--- src/rtl/fetch_stage.sv ---
// ----------------------------------------------------------------------------
// fetch_stage
//   Instruction-fetch stage of the pipelined RV32 core. Owns the fetch PC,
//   keeps at most one request in flight to instruction memory, parks a
//   returned word while decode is stalled, and applies branch/jump redirects
//   coming back from execute. Instr / PC / PC_plus_4 are the IF/ID register.
//
// Ports
//   clk          in   clock, all state changes on posedge
//   reset        in   asynchronous, active-low reset
//   EN           in   decode enable from hazard unit (0 = stall IF/ID)
//   PCSrc        in   redirect request from execute
//   PCTarget     in   redirect address (bits [1:0] ignored)
//   imem_req     out  request valid
//   imem_addr    out  request address (word aligned)
//   imem_ready   in   memory accepts request this cycle
//   imem_rvalid  in   response valid
//   imem_rdata   in   response word
//   Instr        out  IF/ID instruction
//   PC           out  IF/ID address of Instr
//   PC_plus_4    out  IF/ID PC + 4
// ----------------------------------------------------------------------------
module fetch_stage #(
  parameter int                DATA_W   = 32,
  parameter logic [DATA_W-1:0] RESET_PC = '0,
  parameter logic [DATA_W-1:0] NOP      = 32'h0000_0013
) (
  input  logic              clk,
  input  logic              reset,
  input  logic              EN,
  input  logic              PCSrc,
  input  logic [DATA_W-1:0] PCTarget,
  output logic              imem_req,
  output logic [DATA_W-1:0] imem_addr,
  input  logic              imem_ready,
  input  logic              imem_rvalid,
  input  logic [DATA_W-1:0] imem_rdata,
  output logic [DATA_W-1:0] Instr,
  output logic [DATA_W-1:0] PC,
  output logic [DATA_W-1:0] PC_plus_4
);

  typedef enum logic [1:0] {
    S_REQ  = 2'd0,
    S_WAIT = 2'd1,
    S_HOLD = 2'd2
  } state_t;

  state_t            state;
  logic [DATA_W-1:0] fetch_pc;
  logic [DATA_W-1:0] req_pc;
  logic [DATA_W-1:0] hold_instr;
  logic              discard;

  logic              deliver;
  logic [DATA_W-1:0] deliver_word;

  // Sequential PC step; wraps modulo 2^DATA_W.
  function automatic logic [DATA_W-1:0] pc_inc(input logic [DATA_W-1:0] pc);
    return pc + DATA_W'(4);
  endfunction

  // Redirect targets are forced onto a word boundary.
  function automatic logic [DATA_W-1:0] word_align(input logic [DATA_W-1:0] a);
    return a & ~DATA_W'(3);
  endfunction

  // Request side: held low through reset even though state already reads REQ.
  assign imem_req  = reset && (state == S_REQ);
  assign imem_addr = fetch_pc;

  // A word reaches IF/ID only when decode takes it and no redirect kills it.
  always_comb begin
    deliver      = 1'b0;
    deliver_word = imem_rdata;
    if (state == S_HOLD) deliver_word = hold_instr;
    if (!PCSrc && EN) begin
      case (state)
        S_WAIT:  deliver = imem_rvalid && !discard;
        S_HOLD:  deliver = 1'b1;
        default: deliver = 1'b0;
      endcase
    end
  end

  // Fetch control FSM
  always_ff @(posedge clk or negedge reset) begin
    if (!reset) begin
      state      <= S_REQ;
      fetch_pc   <= RESET_PC;
      req_pc     <= RESET_PC;
      hold_instr <= NOP;
      discard    <= 1'b0;
    end else begin
      case (state)
        S_REQ: begin
          // Any response seen here is a protocol error and is ignored.
          if (imem_ready) begin
            req_pc  <= fetch_pc;
            state   <= S_WAIT;
            // Request just issued is for the old path if a redirect lands now.
            discard <= PCSrc;
          end
        end
        S_WAIT: begin
          if (imem_rvalid) begin
            if (discard || PCSrc) begin
              discard <= 1'b0;
              state   <= S_REQ;
            end else if (EN) begin
              fetch_pc <= pc_inc(req_pc);
              state    <= S_REQ;
            end else begin
              hold_instr <= imem_rdata;
              state      <= S_HOLD;
            end
          end else if (PCSrc) begin
            // Must still drain the stale response before issuing the target.
            discard <= 1'b1;
          end
        end
        S_HOLD: begin
          if (PCSrc) begin
            state <= S_REQ;
          end else if (EN) begin
            fetch_pc <= pc_inc(req_pc);
            state    <= S_REQ;
          end
        end
        default: state <= S_REQ;
      endcase
      // Redirect wins over the sequential PC update above.
      if (PCSrc) fetch_pc <= word_align(PCTarget);
    end
  end

  // IF/ID pipeline register
  always_ff @(posedge clk or negedge reset) begin
    if (!reset) begin
      Instr     <= NOP;
      PC        <= '0;
      PC_plus_4 <= '0;
    end else if (PCSrc) begin
      Instr     <= NOP;
      PC        <= '0;
      PC_plus_4 <= '0;
    end else if (EN) begin
      if (deliver) begin
        Instr     <= deliver_word;
        PC        <= req_pc;
        PC_plus_4 <= pc_inc(req_pc);
      end else begin
        Instr     <= NOP;
        PC        <= '0;
        PC_plus_4 <= '0;
      end
    end
  end

endmodule

--- config.mk ---
export PLATFORM = sky130hd
export DESIGN_NAME = fetch_stage
export DESIGN_NICKNAME = d
export VERILOG_FILES = /design/src/rtl/fetch_stage.sv
export SDC_FILE = /design/constraint.sdc
export NUM_CORES = 1
export LEC_CHECK = 0
export ABC_CLOCK_PERIOD_IN_PS = 4100
export CAP_MARGIN = 20
export CELL_PAD_IN_SITES_DETAIL_PLACEMENT = 1
export CELL_PAD_IN_SITES_GLOBAL_PLACEMENT = 1
export CORE_AREA = 3 3 159 161
export CTS_BUF_LIST = sky130_fd_sc_hd__clkbuf_8
export CTS_CLUSTER_DIAMETER = 80
export DETAILED_ROUTE_END_ITERATION = 16
export DIE_AREA = 0 0 162 164
export PLACE_DENSITY_LB_ADDON = 0.25
export SYNTH_ARGS = -nofsm -noshare
export SYNTH_HDL_FRONTEND = slang
export SYNTH_SLANG_ARGS = --single-unit
export TNS_END_PERCENT = 50
--- constraint.sdc ---
create_clock -name clk -period 4.1 [get_ports clk]
set_input_delay 0.615 -clock clk [delete_from_list [all_inputs] [get_ports clk]]
set_output_delay 0.615 -clock clk [all_outputs]
set_load 0.01 [all_outputs]
# After elaboration in Yosys (flattened, before gate mapping)
# Cells that the tools add are included.
# totals
regBits	195
in_bits	70
out_inout_bits	129
word_cells	63
# classes
n_addsub	1
eq_ne	8
muxes	29
n_bitwise	2
reduce_logical	15
# op_table
op	count
$mux W32	14
$pmux W32 S2	1
$add A32 B3 Y32 const B	1
$mux W2	6
$ne A3 B3 Y1 const B	4
$reduce_and A4 Y1	2
$pmux W2 S3	1
$reduce_and A3 Y1	2
$mux W1	5
$ne A2 B2 Y1 const B	2
$pmux W1 S2	2
$reduce_bool A2 Y1	2
$logic_and A1 B1 Y1	3
$reduce_bool A3 Y1	1
$eq A2 B1 Y1 const B	1
$eq A2 B2 Y1 const B	1
$logic_not A1 Y1	2
$logic_not A2 Y1	1
$not A1 Y1	2
$reduce_and A2 Y1	1
$logic_or A1 B1 Y1	1

# Longest topological paths before layout
# depth
depth_word	7
ltp_mapped	9
ltp_nobuf	7

# Least setup slack after synthesis
# Ideal clock, no wire load.
# synth_path
kind	input to register
startpoint	in EN
endpoint	reg hold_instr[10]
setup_ns	0.125
arrival_time_ns	1.938
required_time_ns	3.975
slack_ns	2.038
stages	5
n_path_buf	2
cell_sequence	clkbuf_1 -> nor2_1 -> nand3_1 -> clkbuf_1 -> mux2_2
# synth_between
elab_chain_cells	2
# synth_rtl
element	line	rtl
start: declaration	30	input logic EN,
$not A1 Y1 (no source line)	-	
$reduce_and A4 Y1 (no source line)	-	
end signal: assignment	114	hold_instr <= imem_rdata;
end: declaration	52	logic [DATA_W-1:0] hold_instr;
# Every way passes these cells.
# A chain may end at the register's enable or synchronous reset.

# Worst setup path after layout
# layout_path
startpoint	reg state[1]
endpoint	reg Instr[30]
# layout_between
elab_chain_cells	6
elab_cells_between_ends	8
cone_classes	eq/ne (2); mux (6)
# layout_rtl
element	line	rtl
start: declaration	49	state_t state;
start signal: assignment	89	state <= S_REQ;
start signal: assignment	100	state <= S_WAIT;
start signal: assignment	109	state <= S_REQ;
$eq A2 B2 Y1 / $eq A2 B1 Y1 (equally long branches)	76, 78	
$pmux W1 S2	78	case (state)
$mux W1	77	if (!PCSrc && EN) begin
$mux W32 *	148	if (deliver) begin
$mux W32 *	147	end else if (EN) begin
$mux W32 *	143	end else if (PCSrc) begin
end signal: assignment	149	Instr <= deliver_word;
end: declaration	38	output logic [DATA_W-1:0] Instr,
# Every way passes the cells marked *; elsewhere a longest branch is shown, timed or not. The select of a mux whose other input is x is not followed.

==> reports/metrics.cfg <==
[pwr]
ir_drop_mv = 0.208
power_mw = 5.83
p_leak_nw = 4.55
p_per_area_nw_per_um2 = 528

[cts]
clockBufferDepth = 2
clkTransAtPathRegs_ps = 110
clock_sinks = 193
postCtsSetupRepairBufs = 0
clk_latency_ps = 480
numCtsBuffers = 17
cts_root_buf = clkbuf_8
tritoncts = yes
postCtsResizedCells = 0
holdBufCountCts = 0
htree_levels = 4

[yosys]
synth_area_sq_um = 8320
synth_top_family_by_area = multiplexers
ys_ff_latch = 193
yosysSeqAreaShare = 0.581
synth-adder-area-share = 0.00752
yosysWarnings = 0
async_flop_share = 1.00
yosys-top-cells-count = dfrtp_1, nand2_1, o21ai_0
synthXorXnorAreaFrac = 0.0242
synthSimpleGateAreaFrac = 0.105
synthesis.instances = 716
synth_most_common_cell = dfrtp_1
synth_area_leaders = dfrtp_1, mux2_2, mux2i_1
syn_area_per_cell_sq_um = 11.6
post_synth_num_cell_types = 53
synth_edf_count = 0
yosys.area.top_type = dfrtp_1
synthMuxAreaShare = 0.133
synth-compound-area-share = 0.123
synth_top_area_frac = 0.562
syn_nets = 791
synth_ff_type = dfrtp_1

[timing]
fmax_ghz = 0.383
clock_skew_ps = 17.7
hold_viol = 0
tightest_slew_ps = 1070
fin_crit_ps = 2610
setup_viol = 0
fin_tns_setup_ps = 0
fin_crit_sh = 0.637
rsz0062_at_grt = no
slew_headroom = 0.289
setup_ws_ps = 1490
maxSlewViolCount = 0

[die]
ioPinCount = 199
placementRows = 57
die_x_um = 162
start_util = 0.345
coreArea_sq_um = 24100
dieArea_sq_um = 26600
die_h_um = 164

[grt]
antenna_found_initial = 1
grt_start_max_net_pins = 91
grt_pass1_vias = 6657
grt_use_total = 0.188
grt.overflow.total = 0
grt_pass1_wl_um = 38800

[critical_path]
crit_chain = inv_1 -> ha_1 -> nor2b_1 -> a21o_1 -> nand4_1 -> buf_12 -> o21ai_0
slowest_stage = nand4_1
crit_required_ps = 4480
crit_arrival_ps = 2990
cp_max_fo = 42
r2r_end = Instr[30]
critPathCapture = Instr[30]
critical_path_class = reg2reg
rr_worst_depth = 7
setup.worst_path.end_class = flip-flop
worstSetupStartpoint = state[1]
reg2reg_from = state[1]
critPathLaunchType = flip-flop
slowest_delay_ps = 480
reg2reg_slack_ps = 1490

[finish]
n_antenna_cell = 0
finalNetCount = 971
seqCellArea_sq_um = 4840
multi_input_area_sq_um = 3290
final.fill_count = 2647
final_layout_size_suffix_gt1_frac = 0.150
syn_to_final_growth_pct = 32.7
fin_area_sq_um = 11000

[place]
gp_congestion = 0.736
dpl_cell_area_sq_um = 10600
dp_worst_setup_slack_ps = 1020
hpwl_um = 17000
portBuffers = 196

[drt]
postRouteAntennaNets = 0
vias = 6254
drc = 0
viasPerCell = 5.08
drt_first_pass_iters = 4
routedWlPerCell_um = 19.8
finalWirelength_um = 24500
drt_iter0_drc = 261

[outcome]
status = completed

[hold_path]
min_path_type = in2async

[run]
cap_violations = 0

[logic make-up after synthesis]
family                   after synthesis
AO/OA/AOI/OAI                        163
XOR/XNOR                              23
adder cells (fa/ha/maj)                5
buffers and inverters                 55
flip-flops                           193
AND/OR/NAND/NOR                      175
multiplexers                         102
[worst min-delay path by stage]
stage | from | end | slack, ps | depth (start not counted)
finish | reset | PC[11] | 110 | 1
global route | reset | PC[11] | 110 | 1
CTS | reset | PC[11] | 90 | 1
detailed placement | PC_plus_4[12] | PC_plus_4[12] | 470 | 2
global placement | Instr[11] | Instr[11] | 460 | 2
floorplan | reset | Instr[10] | 320 | 0
[worst max-delay path, delay by kind of cell (launching register included)]
kind | cells | cell delay [ps]
simple gates | 2 | 930
compound gates | 2 | 440
buf+inv | 2 | 530
flops | 1 | 390
fa+ha+maj | 1 | 220
[cells in the final DEF, fill, tap and decap left out, drive strengths merged, types with 2 or more instances in the layout]
cell type / Yosys / layout
nand3: 18 / 18
and2: 3 / 3
mux2: 66 / 66
inv: 5 / 12
o22ai: 6 / 6
or2: 3 / 3
xor2: 12 / 12
nor3: 9 / 9
dfstp: 6 / 6
bufinv: 0 / 2
ha: 5 / 5
clkinv: 0 / 5
nor4b: 2 / 2
o31ai: 2 / 2
a21o: 2 / 2
a22o: 35 / 35
or3: 2 / 2
nand2: 81 / 81
mux2i: 36 / 36
clkdlybuf4s50: 0 / 194
nor4: 6 / 6
a22oi: 11 / 11
o31a: 2 / 2
xnor2: 11 / 11
nand4: 11 / 11
buf: 15 / 16
dfrtp: 187 / 187
clkbuf: 35 / 18
o21ai: 79 / 79
a21oi: 20 / 20
nor2: 25 / 25
or4: 2 / 2
nand2b: 3 / 3
nor2b: 4 / 4
and3: 4 / 4
[through the flow]
| step | hold slack, ps | std cells | util |
|---|---|---|---|
| CTS | 90.6 | 1232 | 0.458 |
| detailed placement | 469 | 1201 | 0.441 |
| global route | 106 | 1232 | 0.458 |
| floorplan | 319 | 716 | - |
| global placement | 459 | 1201 | 0.441 |
| finish | 107 | 1232 | 0.458 |
[sequential cells by signal, summed over array words and instances (netlist names)]
name,count
imem_addr,32
discard,1
PC_plus_4,30
state,2
req_pc,32
PC,32
hold_instr,32
Instr,32
[metal layers]
metal	track usage	part of all wire	up-vias
li1	-	-	2898
met1	0.236	0.43	3194
met2	0.318	0.49	141
met3	0.0598	0.066	19
met4	0.0458	0.0094	2
met5	0	0.00037	-
[cell type report]
cell class                      instances  share of cell area
Clock buffer                           17              0.0212
Clock inverter                         14              0.0153
Inverter                                5             0.00170
Multi-Input combinational cell        468               0.298
Sequential cell                       193               0.438
Tap cell                              324              0.0367
Timing Repair Buffer                  211               0.189
[where the power goes]
group | switching, mW | total (mW) | internal (mW)
registers | 0.473 | 2.85 | 2.38
clock network | 0.738 | 1.30 | 0.562
logic | 0.781 | 1.68 | 0.897
total | 1.99 | 5.83 | 3.84
Power figures use the tool's default switching activity.
==> patch: new RTL, same flow settings <==
Change the parameter `NOP` from 32'h0000_0013 to 32'h00000010.
--- a/src/rtl/fetch_stage.sv
+++ b/src/rtl/fetch_stage.sv
@@ -23,7 +23,7 @@
 module fetch_stage #(
   parameter int                DATA_W   = 32,
   parameter logic [DATA_W-1:0] RESET_PC = '0,
-  parameter logic [DATA_W-1:0] NOP      = 32'h0000_0013
+  parameter logic [DATA_W-1:0] NOP      = 32'h00000010
 ) (
   input  logic              clk,
   input  logic              reset,
Check against the original RTL: not equivalent (a bounded check fails within 4 cycles, from zero or initial values and one cycle with reset low).
==> patch against the unedited design <==
First-iteration DRC count grew 15%. Clock power is 7% lower. Sequential cell count is the same. Final area is 0.21% lower. Die area unchanged. Clock skew decreased by 0.0043 ns. Power is 1.6% lower. Largest power group unchanged. Setup slack worse by 0.11 ns. Synthesized area decreased by 0.11%. Non-clock buffer count is 3 lower. Routed wire length shrank 1.4%.
==> patch: results (changes against the unedited design) <==
| Metric | Value |
|---|---|
| Worst-skew pair later-pin latency | `0.46 ns (-0.02 ns)` |
| ClkCell Share | `3.46% (-0.19 points)` |
| PD cells | `520 nW/um2 (-1.4%)` |
| IR drop worst, VDD | `214 uV (+2.6%)` |
| Number of antenna violations at the first check in global routing | `0 (-1)` |
| Worst slack at placement | `1.03 ns (+0.00819 ns)` |
| Max-slew headroom at the worst pin | `39.4% (+10 points)` |
| Post-place instance area | `10600 um2 (-0.31%)` |
| Slowest cell delay on critical path | `0.79 ns (+0.31 ns)` |
| Sequential cell area | `4830 um2 (-0.10%)` |
| First-pass GRT wire length | `38800 um (+0.16%)` |
| Filler cell count in the final layout | `2650 (+0.11%)` |
| Via total after detailed routing | `6233 (-0.34%)` |
| Post-route core utilization | `45.7% (-0.099 points)` |
| Synth top cells by count | `191 x sky130_fd_sc_hd__dfrtp_1, 83 x sky130_fd_sc_hd__nand2_1, 73 x sky130_fd_sc_hd__o21ai_0, 66 x sky130_fd_sc_hd__mux2_2, 36 x sky130_fd_sc_hd__mux2i_1` |
| Share of synthesized area occupied by flip-flops and latches | `58.1% (about the same)` |
| Adder and majority cell fraction of the synthesized area | `0.753% (+0.00079 points)` |
| Routed length on met1 | `10700 um (+1.0%)` |
| Synthesized-area fraction occupied by xor and xnor cells | `2.42% (+0.0026 points)` |
| Net total in the final layout | `968 (-0.31%)` |
| Switching Fraction | `35.2% (+0.98 points)` |
| DRC violation total after the first TritonRoute iteration | `299 (+15%)` |
| GR Util met3 | `5.45% (-0.53 points)` |
| Top routing layer used | `met4` |
| Buffering overhead | `18.9% (about the same)` |
| Worst Path Max Fanout | `32 (-24%)` |
| Result of the run | `complete, no violations` |
| Gp weighted congestion | `0.763 (+3.8%)` |
| Detailed route wirelength on metal2 | `11600 um (-3.7%)` |
[patch: cell types whose count changed after synthesis, sizes merged]
cell    before  now
buf         15   14
clkbuf      35   36
dfrtp      187  191
dfstp        6    2
a21oi       20   18
nor3         9    7
nand2       81   83
o21ai       79   81
[patch: final timing paths]
path / from / endpoint / slack [ns] / cells after the start
hold reg to reg: Instr[12]$_DFFE_PN0P_ / Instr[12]$_DFFE_PN0P_ / 0.49 / 2
setup / recovery: state[1]$_DFFE_PN0P_ / hold_instr[24]$_DFFE_PN0P_ / 1.37 / 5
hold / removal: reset / PC[11]$_DFFE_PN0P_ / 0.09 / 1
setup reg to reg: state[1]$_DFFE_PN0P_ / hold_instr[24]$_DFFE_PN0P_ / 1.37 / 5
min in group clk: Instr[12]$_DFFE_PN0P_ / Instr[12]$_DFFE_PN0P_ / 0.49 / 2
max in group asynchronous: reset / Instr[9]$_DFFE_PN0P_ / 2.84 / 2
